File: src/rtl/mem_dma_pkg.sv
// mem_dma_pkg: shared definitions for the mem_dma byte-copy engine.
//   - Default widths for address, data and length.
//   - FSM state encodings (2-bit): ST_IDLE, ST_READ, ST_WRITE, ST_DONE.
package mem_dma_pkg;

  localparam int AW_DEF = 8;
  localparam int DW_DEF = 8;
  localparam int LW_DEF = 8;

  typedef enum logic [1:0] {
    ST_IDLE  = 2'd0,
    ST_READ  = 2'd1,
    ST_WRITE = 2'd2,
    ST_DONE  = 2'd3
  } state_t;

endpackage

File: src/rtl/mem_dma_ctr.sv
// mem_dma_ctr: byte index counter for the mem_dma engine.
// Ports:
//   clk, rst  - clock and synchronous active-high reset
//   clr       - clear the index to 0 (takes priority over inc)
//   inc       - advance the index by one
//   len       - captured transfer length, used for the last flag
//   idx       - current byte index
//   last      - high when idx+1 == len, i.e. the current byte is the final one
module mem_dma_ctr #(
  parameter int LW = 8
) (
  input  logic          clk,
  input  logic          rst,
  input  logic          clr,
  input  logic          inc,
  input  logic [LW-1:0] len,
  output logic [LW-1:0] idx,
  output logic          last
);

  always_ff @(posedge clk) begin
    if (rst) begin
      idx <= '0;
    end else if (clr) begin
      idx <= '0;
    end else if (inc) begin
      idx <= idx + LW'(1);
    end
  end

  // Compared in LW bits so the flag matches the wrapped index arithmetic.
  assign last = ((idx + LW'(1)) == len);

endmodule

File: src/rtl/mem_dma.sv
// mem_dma: byte-copy initiator for the 8-bit single-port data memory.
// Copies len bytes from src to dst in strict forward order, one byte every
// two cycles (READ then WRITE). The CPU uses busy to arbitrate the bus.
// Build option: define MEM_DMA_FILL_EN to add a fill mode (fill, fill_value)
// that skips READ and writes fill_value at one byte per cycle.
// Ports:
//   clk, rst        - clock, synchronous active-high reset
//   start           - one-cycle request, only accepted in IDLE
//   src, dst, len   - transfer descriptor, captured on accepted start
//   fill, fill_value- (MEM_DMA_FILL_EN only) fill request and byte value
//   busy            - high while in READ/WRITE
//   done            - one-cycle completion pulse
//   mem_address     - memory address
//   mem_write_data  - memory write data
//   mem_wren        - active-low write strobe
//   mem_read_data   - combinational read data for mem_address
module mem_dma
  import mem_dma_pkg::*;
#(
  parameter int AW = AW_DEF,
  parameter int DW = DW_DEF,
  parameter int LW = LW_DEF
) (
  input  logic          clk,
  input  logic          rst,
  input  logic          start,
  input  logic [AW-1:0] src,
  input  logic [AW-1:0] dst,
  input  logic [LW-1:0] len,
`ifdef MEM_DMA_FILL_EN
  input  logic          fill,
  input  logic [DW-1:0] fill_value,
`endif
  output logic          busy,
  output logic          done,
  output logic [AW-1:0] mem_address,
  output logic [DW-1:0] mem_write_data,
  output logic          mem_wren,
  input  logic [DW-1:0] mem_read_data
);

  state_t        state_q;
  state_t        state_d;

  logic [AW-1:0] src_q;
  logic [AW-1:0] dst_q;
  logic [LW-1:0] len_q;
  logic [DW-1:0] data_q;
  logic [LW-1:0] idx;
  logic          last;

  logic          start_acc;
  logic          fill_req;
  logic          fill_run;
  logic [DW-1:0] wr_val;

  // Address arithmetic wraps modulo 2^AW.
  function automatic logic [AW-1:0] addr_add(input logic [AW-1:0] base,
                                             input logic [LW-1:0] off);
    return base + AW'(off);
  endfunction

  assign start_acc = (state_q == ST_IDLE) && start;

`ifdef MEM_DMA_FILL_EN
  logic          fill_q;
  logic [DW-1:0] fill_value_q;

  always_ff @(posedge clk) begin
    if (start_acc) begin
      fill_q       <= fill;
      fill_value_q <= fill_value;
    end
  end

  assign fill_req = fill;
  assign fill_run = fill_q;
  assign wr_val   = fill_q ? fill_value_q : data_q;
`else
  assign fill_req = 1'b0;
  assign fill_run = 1'b0;
  assign wr_val   = data_q;
`endif

  // Descriptor and data registers carry no reset; they are only consumed
  // in states reachable after an accepted start has loaded them.
  always_ff @(posedge clk) begin
    if (start_acc) begin
      src_q <= src;
      dst_q <= dst;
      len_q <= len;
    end
    if (state_q == ST_READ) begin
      data_q <= mem_read_data;
    end
  end

  mem_dma_ctr #(
    .LW(LW)
  ) u_ctr (
    .clk (clk),
    .rst (rst),
    .clr (start_acc),
    .inc (state_q == ST_WRITE),
    .len (len_q),
    .idx (idx),
    .last(last)
  );

  always_ff @(posedge clk) begin
    if (rst) begin
      state_q <= ST_IDLE;
    end else begin
      state_q <= state_d;
    end
  end

  always_comb begin
    state_d = state_q;
    case (state_q)
      ST_IDLE: begin
        if (start) begin
          if (len == '0) begin
            state_d = ST_DONE;
          end else if (fill_req) begin
            state_d = ST_WRITE;
          end else begin
            state_d = ST_READ;
          end
        end
      end
      ST_READ:  state_d = ST_WRITE;
      ST_WRITE: begin
        if (last) begin
          state_d = ST_DONE;
        end else if (fill_run) begin
          state_d = ST_WRITE;
        end else begin
          state_d = ST_READ;
        end
      end
      ST_DONE:  state_d = ST_IDLE;
      default:  state_d = ST_IDLE;
    endcase
  end

  // Outputs decode only registered state, so start never reaches mem_*.
  always_comb begin
    busy           = 1'b0;
    done           = 1'b0;
    mem_wren       = 1'b1;
    mem_address    = '0;
    mem_write_data = '0;
    case (state_q)
      ST_READ: begin
        busy        = 1'b1;
        mem_address = addr_add(src_q, idx);
      end
      ST_WRITE: begin
        busy           = 1'b1;
        mem_address    = addr_add(dst_q, idx);
        mem_write_data = wr_val;
        mem_wren       = 1'b0;
      end
      ST_DONE: begin
        done = 1'b1;
      end
      default: begin
      end
    endcase
  end

endmodule
File: config.mk
export PLATFORM = sky130hd
export DESIGN_NAME = mem_dma
export DESIGN_NICKNAME = d
export VERILOG_FILES = /design/src/rtl/mem_dma_pkg.sv /design/src/rtl/mem_dma_ctr.sv /design/src/rtl/mem_dma.sv
export SDC_FILE = /design/constraint.sdc
export NUM_CORES = 1
export LEC_CHECK = 0
export CORE_UTILIZATION = 52
export CTS_CLUSTER_DIAMETER = 50
export DETAILED_ROUTE_END_ITERATION = 6
export GPL_ROUTABILITY_DRIVEN = 0
export PLACE_DENSITY_LB_ADDON = 0.1
export SLEW_MARGIN = 20
export SYNTH_ARGS = -nofsm -noshare
export SYNTH_HDL_FRONTEND = slang
export SYNTH_SLANG_ARGS = --single-unit
File: constraint.sdc
create_clock -name clk -period 6.24 [get_ports clk]
set_input_delay 1.248 -clock clk [delete_from_list [all_inputs] [get_ports clk]]
set_output_delay 1.248 -clock clk [all_outputs]
set_load 0.02 [all_outputs]
-- Word level (Yosys, flattened, before mapping)
Cells that the tools add are included.
- add/subtract/negate cells: 3
- equality and inequality tests: 5
- mux-type cells: 9
- reduce and logical (&&, ||, !) cells: 5
- operator list (cell ; count):
    adder 8 bit ; 2
    case mux 8 bit (2 select lines) ; 1
    adder 8 x 1 -> 8 bit (second input constant) ; 1
    equality test 8 bit ; 1
    logical NOT 8 bit ; 1
    2-to-1 mux 8 bit ; 1
    case mux 2 bit (4 select lines) ; 1
    2-to-1 mux 2 bit ; 3
    equality test 2 bit (second input constant) ; 2
    OR reduction 2 bit ; 2
    2-to-1 mux 1 bit ; 3
    equality test 2 x 1 -> 1 bit (second input constant) ; 1
    logical NOT 2 bit ; 1
    != test 2 bit (second input constant) ; 1
    logical AND 1 bit ; 1
- register bits: 42
- output and inout bits: 19
- logic and storage cells: 28

-- Longest topological paths before layout
- depth in word-level cells: 4
- mapped depth: 14
- depth with buffers taken out: 12

-- By module
From an unflattened synthesis, not the netlist that was laid out.
- cells, all modules: 197
- area, all modules: 2279.7 um^2
- by module, submodules not included (module ; instances ; cells each ; area each (um^2)):
    mem_dma ; 1 ; 123 ; 1674.1
    mem_dma_ctr ; 1 ; 74 ; 605.6

-- Worst setup path after synthesis
Ideal clock, no wire load.
- path kind: reg-to-output
- from: register state_q[0]
- to: output mem_address[6]
- data arrival time: 2.814 ns
- setup slack: 2.178 ns
- cell stages (with the launch flop): 15
- path buffers: 2
- cells stage by stage: dfxtp_1 > inv_1 > ha_1 > buf_6 > clkbuf_1 > mux2_2 > ha_1 > inv_1 > fa_1 > nor2b_1 > o21ai_0 > nand2b_1 > a21o_1 > a21oi_1 > mux2i_1
- longest elaborated chain between the ends: 2
- elaborated cells on any way between the ends: 3
- classes of those cells: 2 x eq/ne; 1 x mux
- RTL lines (item ; RTL line ; source):
    from (decl) ; mem_dma.sv:42 ; state_t state_q;
    from (signal assigned) ; mem_dma.sv:114 ; state_q <= state_d;
    equality test 2 bit / equality test 2 x 1 -> 1 bit (equally long branches) ; mem_dma.sv:154 ; case (state_q)
    case mux 8 bit (2 select lines) * ; mem_dma.sv:154 ;
    to (decl) ; mem_dma.sv:36 ; output logic [AW-1:0] mem_address,
Every way passes the cells marked *; elsewhere a longest branch is shown, timed or not.

-- Worst setup path after layout
- from: register state_q[0]
- to: output mem_address[7]
The elaborated chain is that of the path after synthesis.

==> impl_metrics.json <==
{
  "drc": 0,
  "vias_per_cell": 5.27,
  "grtUsageTotal_pct": 20.3,
  "hold_path_depth": 2,
  "cpPeakStageDelay_ns": 0.64,
  "m1WireLength_mm": 1.64,
  "drv_slew": 0,
  "dr.pass1.iters": 4,
  "grt_overflow": 0,
  "ys_warn_count": 0,
  "placementRows": 23,
  "cts_made_buffers": 5,
  "maxCapViolations": 0,
  "cp_data_arrival_time_ns": 3.74,
  "coreArea_mm2": 0.00400,
  "insertion_delay_ns": 0.29,
  "ys_ff_latch": 42,
  "cp-end-kind": "output pin",
  "grt_pass1_wl_mm": 6.61,
  "cp_cell_sequence": "inv_1 -> ha_1 -> buf_4 -> mux2_2 -> ha_1 -> a21o_1 -> a21oi_1 -> o21bai_1 -> nor4_1 -> o21ai_0 -> a21boi_0 -> clkdlybuf4s50_1",
  "start_util_pct": 54.5,
  "final.period_utilization_pct": 79.9,
  "min_path_type": "reg -> reg",
  "wl_met2_mm": 2.19,
  "ir_drop_mv": 0.223,
  "wl_per_cell_um": 14.2,
  "synth_cell_types": 37,
  "drt-total-wl_mm": 4.07,
  "cts_sinks": 42,
  "hold_path_startpoint": "u_ctr.idx[6]",
  "diodes": 0,
  "timing.fmax_mhz": 201,
  "start_kind": "flip-flop",
  "root_buffer": "clkbuf_8",
  "reg2reg_to": "state_q[1]",
  "worst_pin_slew_ns": 0.564,
  "slew_headroom_pct": 62.4,
  "placedCellCount": 278,
  "cts_buffer_depth": 2,
  "syn_inst": 180,
  "fp.dieH_um": 66.7,
  "cts_tree": "done",
  "die_w_um": 66.7,
  "port_buffers": 53,
  "drive_gt1_share_pct": 9.32,
  "rsz0062_at_grt": "false",
  "htreeDepth": 2,
  "grt_pass1_vias": 1502,
  "clkTransAtPathRegs_ns": 0.08,
  "synth.net_count": 229,
  "antenna_left": 0,
  "finalClockSkew_ns": 0.00647,
  "synth.avg_cell_area_um2": 12.1,
  "finalHoldViolCount": 0,
  "met3_wirelength_um": 200,
  "num_vias": 1506,
  "worstHoldEndpoint": "u_ctr.idx[6]",
  "fin_cells": 286,
  "grt_antenna_before_repair": 0,
  "dp_hpwl_mm": 3.15,
  "yosysSeqAreaShare_pct": 53.3,
  "powerDensity_mw_per_mm2": 327,
  "post-route-min-period_ns": 4.98,
  "pin_count": 54,
  "cpMostUsedCell": "ha_1",
  "first_iter_violations": 49,
  "grt_max_degree": 26,
  "setup_viol": 0,
  "crit_type": "reg -> out",
  "setup-tns-final_ns": 0,
  "hold_buffers": 0,
  "crit_required_ns": 4.99,
  "fin_nets": 284,
  "outcome": "completed",
  "regToRegSetupSlack_ns": 3.95,
  "p_leak_nw": 1.02,
  "r2r_cells": 8,
  "topRoutingLayerUsed": "met4",
  "die-area_mm2": 0.00445,
  "post_cts_buffers": 0,
  "worstReg2RegStart": "state_q[0]",
  "areaGrowthSynthToFinish_pct": 29.6,
  "ctsResizeCount": 0,
  "crit_fanout": 17,
  "cp_slowest_cell": "clkdlybuf4s50_1",
  "netlist_area_mm2": 0.00218
}
[synthesized netlist by cell type]
master | count | area, um2
nor2b_1 | 3 | 18.8
a21o_1 | 2 | 15.0
nor3_2 | 1 | 10.0
or2_2 | 1 | 6.26
mux2_2 | 7 | 78.8
xor2_1 | 9 | 78.8
fa_1 | 1 | 20.0
or3_1 | 2 | 12.5
edfxtp_1 | 32 | 961
or3_4 | 1 | 11.3
nand3_2 | 1 | 10.0
nor2_1 | 11 | 41.3
o221ai_1 | 1 | 8.76
nand2b_1 | 5 | 31.3
a21boi_0 | 1 | 7.51
a311oi_2 | 1 | 15.0
clkbuf_1 | 3 | 11.3
a2111oi_2 | 1 | 15.0
ha_1 | 13 | 163
o21ai_0 | 9 | 45.0
a21oi_1 | 5 | 25.0
inv_1 | 7 | 26.3
xnor2_1 | 11 | 96.3
inv_2 | 1 | 3.75
and2_1 | 13 | 81.3
a211oi_1 | 1 | 7.51
nand3_1 | 2 | 10.0
or4_1 | 2 | 15.0
mux2i_1 | 4 | 40.0
nand2_1 | 7 | 26.3
nand4_1 | 5 | 31.3
dfxtp_1 | 10 | 200
o21bai_1 | 1 | 7.51
nor4_1 | 1 | 6.26
buf_6 | 1 | 11.3
nor3b_1 | 2 | 15.0
buf_4 | 2 | 15.0
[flip-flops by register name, indices dropped and copies added (netlist names)]
register	flops
data_q	8
u_ctr.idx	8
len_q	8
dst_q	8
state_q	2
src_q	8
[metal layers]
layer	up-vias	track usage, %
met4	0	8.51
met2	36	36.9
met5	-	0
met1	710	22.3
li1	753	-
met3	7	4.97
[worst max path at each step]
stage,to,start,slack [ns],cells after the start
floorplan,mem_address[6],state_q[0],2.18,14
global placement,mem_address[6],state_q[0],1.73,14
detailed placement,mem_address[7],state_q[0],1.54,12
CTS,mem_address[7],state_q[0],1.24,12
global route,mem_address[6],state_q[0],1.01,14
finish,mem_address[7],state_q[0],1.26,12
[cell families after synthesis]
family | count (synthesis) | synth area share [%]
AOI/OAI and AO/OA | 22 | 6.72
xor gates and xnor gates | 20 | 8.04
adders and majority gates | 14 | 8.39
buffers and inverters | 14 | 3.10
DFF | 42 | 53.3
muxes | 11 | 5.46
and+or+nand+nor | 57 | 15.0
[cell usage in the layout (no fill, tap or decap), types with 2 or more instances in the layout]
master	instances
clkdlybuf4s50_1	53
edfxtp_1	32
ha_1	13
and2_1	12
xnor2_1	11
nor2_1	11
dfxtp_1	10
o21ai_0	9
xor2_1	9
inv_1	7
mux2_2	7
nand2_1	7
nand2b_1	5
a21oi_1	5
nand4_1	5
clkbuf_8	5
mux2i_1	4
nor2b_1	3
a21o_1	2
nor3b_1	2
or3_1	2
nand3_1	2
or4_1	2
[critical path, delay by kind of cell (launching register included)]
family	cells	cell delay, ns
buffers and inverters	3	1.06
AO/OA/AOI/OAI	5	0.83
adder cells (fa/ha/maj)	2	0.58
multiplexers	1	0.38
flip-flops	1	0.35
AND/OR/NAND/NOR	1	0.25
[cell type report]
| cell class | count | area (um2) |
|---|---|---|
| clock buffer | 6 | 72.6 |
| timing repair buffer | 54 | 538 |
| inverter | 8 | 30.0 |
| multi-input combinational | 124 | 951 |
| tap | 50 | 62.6 |
| sequential | 42 | 1160 |
| fill | 276 | 1180 |
| clock inverter | 2 | 8.76 |
[through the flow]
step | area [um2] | util (%) | total power, mW | setup slack (ns) | hold slack (ns)
global route | 2820 | 70.6 | 0.983 | 1.01 | 0.606
global placement | 2740 | 68.5 | 0.751 | 1.73 | 0.524
detailed placement | 2740 | 68.5 | 0.770 | 1.54 | 0.550
floorplan | 2180 | - | 0.614 | 2.18 | 0.505
CTS | 2820 | 70.6 | 0.934 | 1.24 | 0.563
finish | 2820 | 70.6 | 0.924 | 1.26 | 0.566
[where the power goes]
part,internal (mW),leakage [nW],total (mW),switching [mW]
Combinational,0.178,0.594,0.380,0.202
Sequential,0.360,0.383,0.379,0.0189
Clock,0.0770,0.0426,0.166,0.0885
(Power assumes the default switching activity.)
